==> config.mk <==
export PLATFORM = sky130hd
export DESIGN_NAME = cron_calc_ctrl_flat
export DESIGN_NICKNAME = d
export VERILOG_FILES = /design/src/rtl/cron_calc_ctrl_if.sv /design/src/rtl/cron_calc_ctrl.sv /design/src/flat_wrapper.sv
export SDC_FILE = /design/constraint.sdc
export NUM_CORES = 1
export LEC_CHECK = 0
export ABC_AREA = 1
export CAP_MARGIN = 20
export CORE_MARGIN = 4
export CORE_UTILIZATION = 25
export CTS_BUF_LIST = sky130_fd_sc_hd__clkbuf_4
export CTS_CLUSTER_DIAMETER = 200
export DETAILED_ROUTE_END_ITERATION = 8
export DONT_BUFFER_PORTS = 1
export HOLD_SLACK_MARGIN = 0.03
export PLACE_DENSITY = 0.44
export SLEW_MARGIN = 20
export SYNTH_ARGS = -nofsm -noshare
export SYNTH_HDL_FRONTEND = slang
export SYNTH_SLANG_ARGS = --single-unit
==> constraint.sdc <==
create_clock -name clk -period 8.2 [get_ports clk]
set_input_delay 1.64 -clock clk [delete_from_list [all_inputs] [get_ports clk]]
set_output_delay 1.64 -clock clk [all_outputs]
set_load 0.1 [all_outputs]
==> src/rtl/cron_calc_ctrl_if.sv <==
// ---------------------------------------------------------------------------
// cron_calc_ctrl_if
//   Connects the keypad decoder, the cron/calc controller and the display
//   driver.
//
//   Key protocol: key is a level code. 31 means no key is down. The code is
//   held for as long as the key is pressed. The controller treats a change
//   from 31 to any other code as one press. There is no valid/ready pair.
//   The keypad side drives key on every cycle. The controller drives every
//   display field on every cycle from registers, so the display driver can
//   sample them at any time.
//
//   Parameters (must match the controller instance)
//     SEG_W     seconds counter width
//     OP_W      calculator operand width
//     NUM_LAPS  lap buffer depth
//
//   Modports
//     master  keypad/display side: drives key, observes everything else
//     slave   controller side: samples key, drives everything else
// ---------------------------------------------------------------------------
interface cron_calc_ctrl_if #(
    parameter int SEG_W    = 10,
    parameter int OP_W     = 7,
    parameter int NUM_LAPS = 4
);
    localparam int LC_W = $clog2(NUM_LAPS + 1);

    logic [4:0]        key;
    logic              modo_atual;
    logic              running;
    logic [3:0]        decs;
    logic [SEG_W-1:0]  segs;
    logic              ovf;
    logic [OP_W-1:0]   X;
    logic [OP_W-1:0]   Y;
    logic              op;
    logic [2*OP_W-1:0] resultado;
    logic [LC_W-1:0]   lap_count;
    logic [3:0]        lap_decs;
    logic [SEG_W-1:0]  lap_segs;

    modport master (
        output key,
        input  modo_atual, running, decs, segs, ovf, X, Y, op, resultado,
               lap_count, lap_decs, lap_segs
    );

    modport slave (
        input  key,
        output modo_atual, running, decs, segs, ovf, X, Y, op, resultado,
               lap_count, lap_decs, lap_segs
    );
endinterface

==> src/rtl/cron_calc_ctrl.sv <==
// ---------------------------------------------------------------------------
// cron_calc_ctrl
//   Keypad-driven stopwatch / calculator controller. It sits between the
//   keypad decoder and the display driver.
//   - The key code is registered once. A press is detected on the edge where
//     the code leaves 31 (no key).
//   - The mode FSM selects CRON or CALC. modo_atual is the FSM state register
//     itself, so the current state is always visible.
//   - A background stopwatch counts deciseconds and seconds. It runs in both
//     modes and has a sticky overflow flag.
//   - CALC mode takes decimal operand entry into X or Y and computes a
//     registered add or multiply result.
//   - An optional lap buffer records the count when B is pressed while the
//     stopwatch runs.
//
//   Build option
//     CRON_LAP_EN  when defined, the lap buffer is present. When undefined,
//                  lap_count, lap_decs and lap_segs read as 0, and B while
//                  running is ignored.
//
//   Ports
//     clk    system clock
//     rst_n  synchronous reset, active low
//     bus    cron_calc_ctrl_if.slave
//              key in; mode, stopwatch, calculator and lap fields out
// ---------------------------------------------------------------------------
module cron_calc_ctrl #(
    parameter int CLK_HZ   = 1000,
    parameter int SEG_W    = 10,
    parameter int OP_W     = 7,
    parameter int NUM_LAPS = 4
) (
    input  logic            clk,
    input  logic            rst_n,
    cron_calc_ctrl_if.slave bus
);
    localparam int PRE_N = CLK_HZ / 10;
    localparam int PRE_W = (PRE_N > 1) ? $clog2(PRE_N) : 1;
    localparam logic [PRE_W-1:0] PRE_LAST = PRE_W'(PRE_N - 1);
    localparam int LC_W  = $clog2(NUM_LAPS + 1);
    localparam int ACC_W = OP_W + 4;   // 10*(2^OP_W-1)+9 always fits
    localparam int RES_W = 2 * OP_W;

    localparam logic [4:0] KEY_A    = 5'd10;
    localparam logic [4:0] KEY_B    = 5'd11;
    localparam logic [4:0] KEY_C    = 5'd12;
    localparam logic [4:0] KEY_D    = 5'd13;
    localparam logic [4:0] KEY_STAR = 5'd14;
    localparam logic [4:0] KEY_HASH = 5'd15;
    localparam logic [4:0] KEY_NONE = 5'd31;

    typedef enum logic {
        MODE_CRON = 1'b0,
        MODE_CALC = 1'b1
    } mode_t;

    // -----------------------------------------------------------------------
    // Registers
    // -----------------------------------------------------------------------
    logic [4:0]       key_r;
    logic [4:0]       key_prev;
    mode_t            mode_q;
    logic             running_q;
    logic [PRE_W-1:0] pre_q;
    logic [3:0]       decs_q;
    logic [SEG_W-1:0] segs_q;
    logic             ovf_q;
    logic [OP_W-1:0]  x_q;
    logic [OP_W-1:0]  y_q;
    logic             op_q;
    logic             ptr_y_q;   // entry pointer: 0 -> X, 1 -> Y
    logic [RES_W-1:0] res_q;

    // -----------------------------------------------------------------------
    // Press decode
    // -----------------------------------------------------------------------
    logic             press;
    logic             cron_ev;
    logic             calc_ev;
    logic             key_digit;
    logic             tick;
    logic             sw_clear;
    logic [OP_W-1:0]  entry_tgt;
    logic [ACC_W-1:0] entry_acc;
    logic             entry_fits;

    assign press     = (key_r != KEY_NONE) && (key_prev == KEY_NONE);
    assign cron_ev   = press && (mode_q == MODE_CRON);
    assign calc_ev   = press && (mode_q == MODE_CALC);
    assign key_digit = (key_r <= 5'd9);

    // The tick only fires while running. A stopped prescaler keeps its
    // partial count, so a later restart loses no time.
    assign tick      = running_q && (pre_q == PRE_LAST);

    // B while stopped zeroes the stopwatch. It never overlaps a tick,
    // because a tick needs the stopwatch to be running.
    assign sw_clear  = cron_ev && (key_r == KEY_B) && !running_q;

    // Decimal entry: shift the selected operand left by one digit. The
    // digit is accepted only if the result still fits in OP_W bits.
    assign entry_tgt  = ptr_y_q ? y_q : x_q;
    assign entry_acc  = ACC_W'(entry_tgt) * ACC_W'(10) + ACC_W'(key_r[3:0]);
    assign entry_fits = (entry_acc[ACC_W-1:OP_W] == 4'd0);

    // -----------------------------------------------------------------------
    // Key history
    // -----------------------------------------------------------------------
    always_ff @(posedge clk) begin
        if (!rst_n) begin
            key_r    <= KEY_NONE;
            key_prev <= KEY_NONE;
        end else begin
            key_r    <= bus.key;
            key_prev <= key_r;
        end
    end

    // -----------------------------------------------------------------------
    // Mode FSM. The mode-changing press does nothing else. The CRON and
    // CALC blocks only look at presses in their own current mode.
    // -----------------------------------------------------------------------
    always_ff @(posedge clk) begin
        if (!rst_n) begin
            mode_q <= MODE_CRON;
        end else begin
            case (mode_q)
                MODE_CRON: if (cron_ev && (key_r == KEY_STAR || key_r == KEY_HASH))
                               mode_q <= MODE_CALC;
                MODE_CALC: if (calc_ev && key_r == KEY_D)
                               mode_q <= MODE_CRON;
                default:   mode_q <= MODE_CRON;
            endcase
        end
    end

    // -----------------------------------------------------------------------
    // Stopwatch
    // -----------------------------------------------------------------------
    always_ff @(posedge clk) begin
        if (!rst_n) begin
            running_q <= 1'b0;
            pre_q     <= '0;
            decs_q    <= 4'd0;
            segs_q    <= '0;
            ovf_q     <= 1'b0;
        end else begin
            if (cron_ev && key_r == KEY_A)
                running_q <= !running_q;

            if (sw_clear) begin
                pre_q  <= '0;
                decs_q <= 4'd0;
                segs_q <= '0;
                ovf_q  <= 1'b0;
            end else if (tick) begin
                pre_q <= '0;
                if (decs_q == 4'd9) begin
                    decs_q <= 4'd0;
                    if (segs_q == {SEG_W{1'b1}}) begin
                        segs_q <= '0;
                        ovf_q  <= 1'b1;
                    end else begin
                        segs_q <= segs_q + SEG_W'(1);
                    end
                end else begin
                    decs_q <= decs_q + 4'd1;
                end
            end else if (running_q) begin
                pre_q <= pre_q + PRE_W'(1);
            end
        end
    end

    // -----------------------------------------------------------------------
    // Calculator operands. They are untouched in CRON mode, so they persist
    // across mode changes.
    // -----------------------------------------------------------------------
    always_ff @(posedge clk) begin
        if (!rst_n) begin
            x_q     <= '0;
            y_q     <= '0;
            op_q    <= 1'b0;
            ptr_y_q <= 1'b0;
        end else if (calc_ev) begin
            if (key_digit) begin
                if (entry_fits) begin
                    if (ptr_y_q) y_q <= entry_acc[OP_W-1:0];
                    else         x_q <= entry_acc[OP_W-1:0];
                end
            end else begin
                case (key_r)
                    KEY_STAR: begin op_q <= 1'b1; ptr_y_q <= 1'b1; end
                    KEY_HASH: begin op_q <= 1'b0; ptr_y_q <= 1'b1; end
                    KEY_C: begin
                        x_q     <= '0;
                        y_q     <= '0;
                        op_q    <= 1'b0;
                        ptr_y_q <= 1'b0;
                    end
                    default: ;
                endcase
            end
        end
    end

    // The result is 2*OP_W wide, so neither the sum nor the product can
    // overflow. It trails any operand or op change by one cycle.
    always_ff @(posedge clk) begin
        if (!rst_n) res_q <= '0;
        else        res_q <= op_q ? (RES_W'(x_q) * RES_W'(y_q))
                                  : (RES_W'(x_q) + RES_W'(y_q));
    end

    // -----------------------------------------------------------------------
    // Lap buffer. Only the latest capture is visible on the outputs, so only
    // that capture is held. The count tracks how full the buffer is. The
    // capture samples the counter before this cycle's tick, which gives the
    // pre-tick value when the two coincide.
    // -----------------------------------------------------------------------
`ifdef CRON_LAP_EN
    localparam logic [LC_W-1:0] LAP_FULL = LC_W'(NUM_LAPS);

    logic             lap_req;
    logic [LC_W-1:0]  lap_cnt_q;
    logic [3:0]       lap_decs_q;
    logic [SEG_W-1:0] lap_segs_q;

    assign lap_req = cron_ev && (key_r == KEY_B) && running_q;

    always_ff @(posedge clk) begin
        if (!rst_n || sw_clear) begin
            lap_cnt_q  <= '0;
            lap_decs_q <= 4'd0;
            lap_segs_q <= '0;
        end else if (lap_req && lap_cnt_q != LAP_FULL) begin
            lap_cnt_q  <= lap_cnt_q + LC_W'(1);
            lap_decs_q <= decs_q;
            lap_segs_q <= segs_q;
        end
    end

    assign bus.lap_count = lap_cnt_q;
    assign bus.lap_decs  = lap_decs_q;
    assign bus.lap_segs  = lap_segs_q;
`else
    assign bus.lap_count = LC_W'(0);
    assign bus.lap_decs  = 4'd0;
    assign bus.lap_segs  = '0;
`endif

    // -----------------------------------------------------------------------
    // Outputs
    // -----------------------------------------------------------------------
    assign bus.modo_atual = mode_q;
    assign bus.running    = running_q;
    assign bus.decs       = decs_q;
    assign bus.segs       = segs_q;
    assign bus.ovf        = ovf_q;
    assign bus.X          = x_q;
    assign bus.Y          = y_q;
    assign bus.op         = op_q;
    assign bus.resultado  = res_q;

endmodule

==> src/flat_wrapper.sv <==
// flat-port wrapper written by rule: the top's interface ports become plain ports
module cron_calc_ctrl_flat 
#(
    parameter int CLK_HZ   = 1000,
    parameter int SEG_W    = 10,
    parameter int OP_W     = 7,
    parameter int NUM_LAPS = 4
)
  (clk, rst_n, bus_key, bus_modo_atual, bus_running, bus_decs, bus_segs, bus_ovf, bus_X, bus_Y, bus_op, bus_resultado, bus_lap_count, bus_lap_decs, bus_lap_segs);
  cron_calc_ctrl_if #(.SEG_W(SEG_W), .OP_W(OP_W), .NUM_LAPS(NUM_LAPS)) bus_i ();
  input  logic clk;
  input  logic rst_n;
  input wire logic [$bits(bus_i.key)-1:0] bus_key;
  output wire logic [$bits(bus_i.modo_atual)-1:0] bus_modo_atual;
  output wire logic [$bits(bus_i.running)-1:0] bus_running;
  output wire logic [$bits(bus_i.decs)-1:0] bus_decs;
  output wire logic [$bits(bus_i.segs)-1:0] bus_segs;
  output wire logic [$bits(bus_i.ovf)-1:0] bus_ovf;
  output wire logic [$bits(bus_i.X)-1:0] bus_X;
  output wire logic [$bits(bus_i.Y)-1:0] bus_Y;
  output wire logic [$bits(bus_i.op)-1:0] bus_op;
  output wire logic [$bits(bus_i.resultado)-1:0] bus_resultado;
  output wire logic [$bits(bus_i.lap_count)-1:0] bus_lap_count;
  output wire logic [$bits(bus_i.lap_decs)-1:0] bus_lap_decs;
  output wire logic [$bits(bus_i.lap_segs)-1:0] bus_lap_segs;
  assign bus_i.key = bus_key;
  assign bus_modo_atual = bus_i.modo_atual;
  assign bus_running = bus_i.running;
  assign bus_decs = bus_i.decs;
  assign bus_segs = bus_i.segs;
  assign bus_ovf = bus_i.ovf;
  assign bus_X = bus_i.X;
  assign bus_Y = bus_i.Y;
  assign bus_op = bus_i.op;
  assign bus_resultado = bus_i.resultado;
  assign bus_lap_count = bus_i.lap_count;
  assign bus_lap_decs = bus_i.lap_decs;
  assign bus_lap_segs = bus_i.lap_segs;
  cron_calc_ctrl #(.CLK_HZ(CLK_HZ), .SEG_W(SEG_W), .OP_W(OP_W), .NUM_LAPS(NUM_LAPS)) u_core (.clk(clk), .rst_n(rst_n), .bus(bus_i));
endmodule
==> results.toml <==
[run_status]
status = "finished, final reports clean"

[cts]
cts_root_buf = "clkbuf_4"
ctsResizeCount = 0
clk_pin_slew_ps = 120
cts_tree = "built"
cts.sinks = 64
clock_latency_ps = 440
cts_max_level = 3
ctsHoldBuffers = 0
post-cts-setup-buffer-count = 0
clockBufferDepth = 2
numCtsBuffers = 9

[die]
rows = 52
die-height_um = 152
die-area_um2 = 23200
start_util = 0.255
coreArea_um2 = 20400
die_w_um = 152
ioPinCount = 70

[route]
detail_route.wl_per_cell_um = 12.7
drc = 0
via_per_inst = 4.08
vias = 4072
wl_um = 12700
ant_nets = 0
drtIter0Drc = 224
drt_pass1_iterations = 4

[placed_design]
port_buffers = 0
dp_hpwl_um = 10200
gp_congestion = 0.760

[setup_path]
critPathCapture = "u_core.bus.resultado[11]"
rr_worst_depth = 20
r2r-end = "u_core.bus.resultado[11]"
cp-start-kind = "register"
cp.arrival_ps = 4830
critPathRequiredTime_ps = 8550
regToRegStartpoint = "u_core.bus.Y[3]"
ff2ff_setup_slack_ps = 3720
critPathLaunch = "u_core.bus.Y[3]"
end_kind = "register"
worstSetupPathType = "register to register"
cp_max_fo = 10

[timing]
hold_violations = 0
post-route-min-period_ps = 4480
maxSlewHeadroom = 0.259
rsz0062_at_grt = "no"
worst_slew_pin_slew_ps = 1110
max_freq_mhz = 223
finClkSkew_ps = 21.2
fin_tns_setup_ps = 0
maxSlewViolCount = 0
fin_crit_sh = 0.546
setup_viol = 0

[pwr]
peakVddDrop_uv = 66.4
p_seq_frac = 0.484
power.leakage_nw = 3.01
power.switching_w = 0.000183
p_total_w = 0.000658
intPower_w = 0.000475
p_clk_frac = 0.433
switching_share = 0.279
comb_power_share = 0.083
p_per_area_nw_per_um2 = 115

[min_path]
min_path_type = "register to register"

[finish]
syn2layout_area_growth_pct = 9.73
nFillCells = 2245
drive_gt1_frac = 0.0990
fin_nets = 810
postLayoutCoreUtil = 0.280

[yosys]
ys_seq_area_frac = 0.247
synth_area_leaders = "dfxtp_1 (25%), ha_1 (13%), nand2_1 (12%)"
yosysTopAreaCell = "dfxtp_1"
synth_top_area_share = 0.247
yosys_warnings = 0
synth-seq-cells = 64
syn_avg_cell_area_um2 = 7.31
synth.distinct_cells = 43
synthesis.area_um2 = 5200
syn_inst = 711

[grt]
grt_antenna_before_repair = 1
grt_pass1_wl_um = 21300
first_global_vias = 4019
grtUsageTotal = 0.113
grt_max_degree = 26
gr-total-overflow = 0

[job]
maxCapViolCount = 0
==> Yosys cell counts (all sizes together) <==
master  count
nor2       64
ha         54
o31ai       1
nor3       10
and3        1
o41ai       1
a21o        2
o211ai      1
buf        22
conb        1
nand3      31
clkbuf     10
xor2       10
nor3b       1
fa         27
a221oi      1
o21bai      1
dfxtp      64
or2        11
o21ai      30
xnor2       4
nand4      23
inv       137
nand2     169
a21oi      35
==> worst min path at each step <==
stage	from	endpoint	slack (ps)	cells after the start
6_report	u_core.pre_q[1]	u_core.pre_q[1]	500	2
5_1_grt	u_core.pre_q[1]	u_core.pre_q[1]	540	2
4_1_cts	u_core.pre_q[1]	u_core.pre_q[1]	510	2
3_5_place_dp	u_core.pre_q[1]	u_core.pre_q[1]	490	2
3_3_place_gp	u_core.pre_q[1]	u_core.pre_q[1]	480	2
2_1_floorplan	u_core.pre_q[1]	u_core.pre_q[1]	460	2
==> power by group through the flow <==
| stage | Combinational [W] | Clock (W) | Sequential (W) |
|---|---|---|---|
| detailed placement | 0.0000548 | 0 | 0.000325 |
| global placement | 0.0000550 | 0 | 0.000326 |
| floorplan | 0.0000568 | 0 | 0.000326 |
| finish | 0.0000546 | 0.000285 | 0.000318 |
| global route | 0.0000579 | 0.000316 | 0.000319 |
| CTS | 0.0000549 | 0.000302 | 0.000318 |
==> sequential cells by signal (all words and copies together) (netlist names) <==
name	cells
u_core.bus.op	1
u_core.bus.segs	10
u_core.bus.modo_atual	1
u_core.bus.ovf	1
u_core.key_r	5
u_core.pre_q	7
u_core.bus.running	1
u_core.key_prev	5
u_core.bus.Y	7
u_core.bus.resultado	14
u_core.bus.decs	4
u_core.bus.X	7
u_core.ptr_y_q	1
==> cell usage in the layout, fill, tap and decap left out, types with 3 or more instances in the layout <==
cell type,instances
ha_1,54
nand3_2,4
nand2_2,4
nand3_4,3
conb_1,17
xor2_1,10
nand4_1,21
dfxtp_1,64
inv_2,4
nand3_1,24
buf_4,16
nand2_1,164
inv_1,133
clkbuf_4,9
fa_1,27
bufinv_16,3
nor2_1,57
nor3_1,8
xnor2_1,4
nor2_2,4
o21ai_0,27
a21oi_1,34
or2_2,10
==> critical path, cell delays in order, from the launching register on <==
cell and delay [ps]:
dfxtp_1 310, buf_4 250, ha_1 310, fa_1 540
inv_1 50, fa_1 480, inv_1 60, fa_1 520
inv_1 50, fa_1 520, inv_1 40, ha_1 330
inv_1 50, o21ai_0 270, nor2_1 120, o21ai_2 190
inv_1 60, nor2_1 70, o21ai_0 70, inv_1 60
nor2_1 40
==> kinds of logic after synthesis <==
kind of cell / after synthesis / share of synthesized area
simple gates: 310 / 0.281
buf+inv: 169 / 0.138
fa+ha+maj: 81 / 0.234
compound gates: 72 / 0.0768
flops: 64 / 0.247
xor+xnor: 14 / 0.0236
other cells: 1 / 0.000722
==> per-layer routing <==
| layer | wire length [um] | share of wire | track usage | vias up |
|---|---|---|---|---|
| met4 | 130 | 0.010 | 0.0295 | 0 |
| met3 | 471 | 0.037 | 0.0278 | 8 |
| li1 | - | - | - | 2211 |
| met1 | 6490 | 0.51 | 0.157 | 1804 |
| met5 | 0 | 0 | 0 | - |
| met2 | 5600 | 0.44 | 0.176 | 49 |
==> per-stage QoR <==
step                      cell area [um2]  hold WS, ps  cells  setup WS, ps
after floorplan                      5260          458    727          3360
after global placement               5510          484    981          3720
after detailed placement             5510          486    981          3720
after CTS                            5700          506    997          3710
after global routing                 5700          535    998          3390
final                                5700          497    998          3720
==> final cells by class <==
| class | count | area [um2] | area share |
|---|---|---|---|
| Clock buffer | 9 | 67.6 | 0.0118 |
| Timing Repair Buffer | 16 | 120 | 0.0211 |
| Sequential cell | 64 | 1280 | 0.225 |
| Inverter | 137 | 514 | 0.0902 |
| Multi-Input combinational cell | 494 | 3260 | 0.572 |
| Tap cell | 270 | 338 | 0.0592 |
| Clock inverter | 7 | 119 | 0.0208 |
| Antenna cell | 1 | 2.50 | 0.000439 |
No activity file was read; power rests on OpenSTA's default activity.
==> edit (same flow settings) <==
`NUM_LAPS` is set to 4 in 3 places; all go to 8.
--- a/src/rtl/cron_calc_ctrl_if.sv
+++ b/src/rtl/cron_calc_ctrl_if.sv
@@ -22,7 +22,7 @@
 interface cron_calc_ctrl_if #(
     parameter int SEG_W    = 10,
     parameter int OP_W     = 7,
-    parameter int NUM_LAPS = 4
+    parameter int NUM_LAPS = 8
 );
     localparam int LC_W = $clog2(NUM_LAPS + 1);
 
--- a/src/rtl/cron_calc_ctrl.sv
+++ b/src/rtl/cron_calc_ctrl.sv
@@ -28,7 +28,7 @@
     parameter int CLK_HZ   = 1000,
     parameter int SEG_W    = 10,
     parameter int OP_W     = 7,
-    parameter int NUM_LAPS = 4
+    parameter int NUM_LAPS = 8
 ) (
     input  logic            clk,
     input  logic            rst_n,
--- a/src/flat_wrapper.sv
+++ b/src/flat_wrapper.sv
@@ -4,7 +4,7 @@
     parameter int CLK_HZ   = 1000,
     parameter int SEG_W    = 10,
     parameter int OP_W     = 7,
-    parameter int NUM_LAPS = 4
+    parameter int NUM_LAPS = 8
 )
   (clk, rst_n, bus_key, bus_modo_atual, bus_running, bus_decs, bus_segs, bus_ovf, bus_X, bus_Y, bus_op, bus_resultado, bus_lap_count, bus_lap_decs, bus_lap_segs);
   cron_calc_ctrl_if #(.SEG_W(SEG_W), .OP_W(OP_W), .NUM_LAPS(NUM_LAPS)) bus_i ();
Ports: changed (resized bus_lap_count); port bits go from 70 to 71. No check against the original RTL was run, so the function may have changed too.
==> edit against the unedited design <==
  * Clock power fell by 7.0%
  * Area after synthesis rose by 0.14%
  * Sequential cell count did not move
  * Routed wire length fell by 0.84%
  * Worst setup slack improved by 0.028 ns
  * Power fell by 2.7%
  * Sequential power barely moved
  * Final area fell by 0.35%
  * Utilization fell by 0.098 points
  * Critical endpoint unchanged
  * Non-clock buffer count fell by 1
  * Cell count did not move
==> edit: results (changes against the unedited design) <==
- Max FFs per register: 14 (unchanged)
- Fraction of area in registers: 22.5% (+0.079 points)
- Routed wire length: 12600 um (-0.84%)
- Port Buffers: 0 (unchanged)
- Post-CTS Resized: 0 (unchanged)
- Vias per inst: 4.13 (+1.2%)
- Clock Tree Buf Depth: 2 (unchanged)
- Status: complete, no violations
- Fillers: 2220 (-1.1%)
- Num CTS Buffers: 9 (unchanged)
- Register-to-Register Setup Slack: 3.75 ns (+0.03 ns)
- Rel. slew slack: 24.8% (-1.1 points)
- # Post-CTS Setup Buffers: 0 (unchanged)
- Ys Warns: 0 (unchanged)
- Pleak: 3.00 nW (-0.31%)
- Sequential fraction of the synthesis area: 24.6% (-0.036 points)
- Skew final: 0.0207 ns (-0.000427 ns)
- Global-route wire length before repair: 21500 um (+0.88%)
- HP Class: register to register
- Reg clk slew, reported paths: 0.12 ns (about the same)
- DP HPWL: 10000 um (-1.7%)
- Flops & latches, synth: 64 (unchanged)
- Crit path max fanout: 9 (-1)
- Antenna diodes: 1 (unchanged)
- Compound-Gate Fraction of Synth Area: 7.67% (-0.011 points)
- XOR/XNOR share of the synthesized area: 2.36% (-0.0034 points)
- Pin count of the biggest net entering global routing: 26 (unchanged)
- Gp weighted congestion: 0.774 (+1.9%)
- H-tree levels: 3 (unchanged)
- Multi-input gates: 495 (+0.20%)
- Adder-cell share of the synthesized area: 23.4% (-0.034 points)
- Proportion of cell area spent on the clock network: 2.99% (-0.27 points)
- Crit path max-delay family: adder cells
- Area of the multi-input gates: 3260 um2 (+0.12%)
- CP arrival: 4.81 ns (-0.02 ns)
- Worst r2r path cells: 19 (-5.0%)
- Peak supply drop: 77.2 uV (+16%)
- Mux share of post-synthesis cell area: 0% (unchanged)
- Initial DRC count: 141 (-37%)
- Share of flip-flops with an asynchronous set or reset: 0% (unchanged)
- Non-clk bufs: 15 (-1)
- Initial antenna violation count: 1 (unchanged)
- Gr usage total: 11.3% (+0.021 points)
- Latest clock arrival within the worst-skew pair: 0.46 ns (+0.02 ns)
- Top cells by area, synth: dfxtp_1, ha_1, nand2_1, fa_1, inv_1
- Data buffer area share: 1.98% (-0.12 points)
- Number of global-route vias before repair: 4007 (-0.30%)
- First-pass DRT Iterations: 4 (unchanged)
## edit: cell types whose count changed in the layout (fill, tap and decap cells not counted)
cell       change
clkinv_4       +1
conb_1         +1
inv_6          +1
bufinv_16      -1
clkinv_1       -1
buf_4          -1
## edit: power by group
| part | total (mW) | internal [mW] | switching (mW) |
|---|---|---|---|
| registers | 0.319 | 0.314 | 0.00503 |
| logic | 0.0564 | 0.00634 | 0.0501 |
| clock network | 0.265 | 0.126 | 0.139 |
| total | 0.640 | 0.446 | 0.194 |
## edit: path summary, 6_finish.rpt
check,to,start
setup / recovery,u_core.bus.resultado[11],u_core.bus.X[1]
hold / removal,u_core.pre_q[1],u_core.pre_q[1]
setup reg to reg,u_core.bus.resultado[11],u_core.bus.X[1]
hold reg to reg,u_core.pre_q[1],u_core.pre_q[1]
## edit: metal layers
layer | track usage (%) | vias up | wire length (um)
li1 | - | 2217 | -
met1 | 16.1 | 1826 | 6460
met2 | 17.0 | 65 | 5340
met3 | 2.47 | 14 | 573
met4 | 3.85 | 0 | 200
met5 | 0 | - | 0
## edit: worst min-delay path: stages, from the launching register on
cell     delay, ns
dfxtp_1       0.35
nand2_1       0.07
a21oi_1       0.05
## edit: stage by stage
| stage | area, um2 | total power, mW | hold WS, ns | setup slack, ns | instances |
|---|---|---|---|---|---|
| after floorplan | 5270 | 0.385 | 0.458 | 3.36 | 729 |
| after global placement | 5510 | 0.382 | 0.485 | 3.80 | 981 |
| after detailed placement | 5510 | 0.382 | 0.486 | 3.76 | 981 |
| after CTS | 5680 | 0.653 | 0.507 | 3.74 | 997 |
| after global routing | 5680 | 0.672 | 0.537 | 3.39 | 998 |
| final | 5680 | 0.640 | 0.503 | 3.75 | 998 |
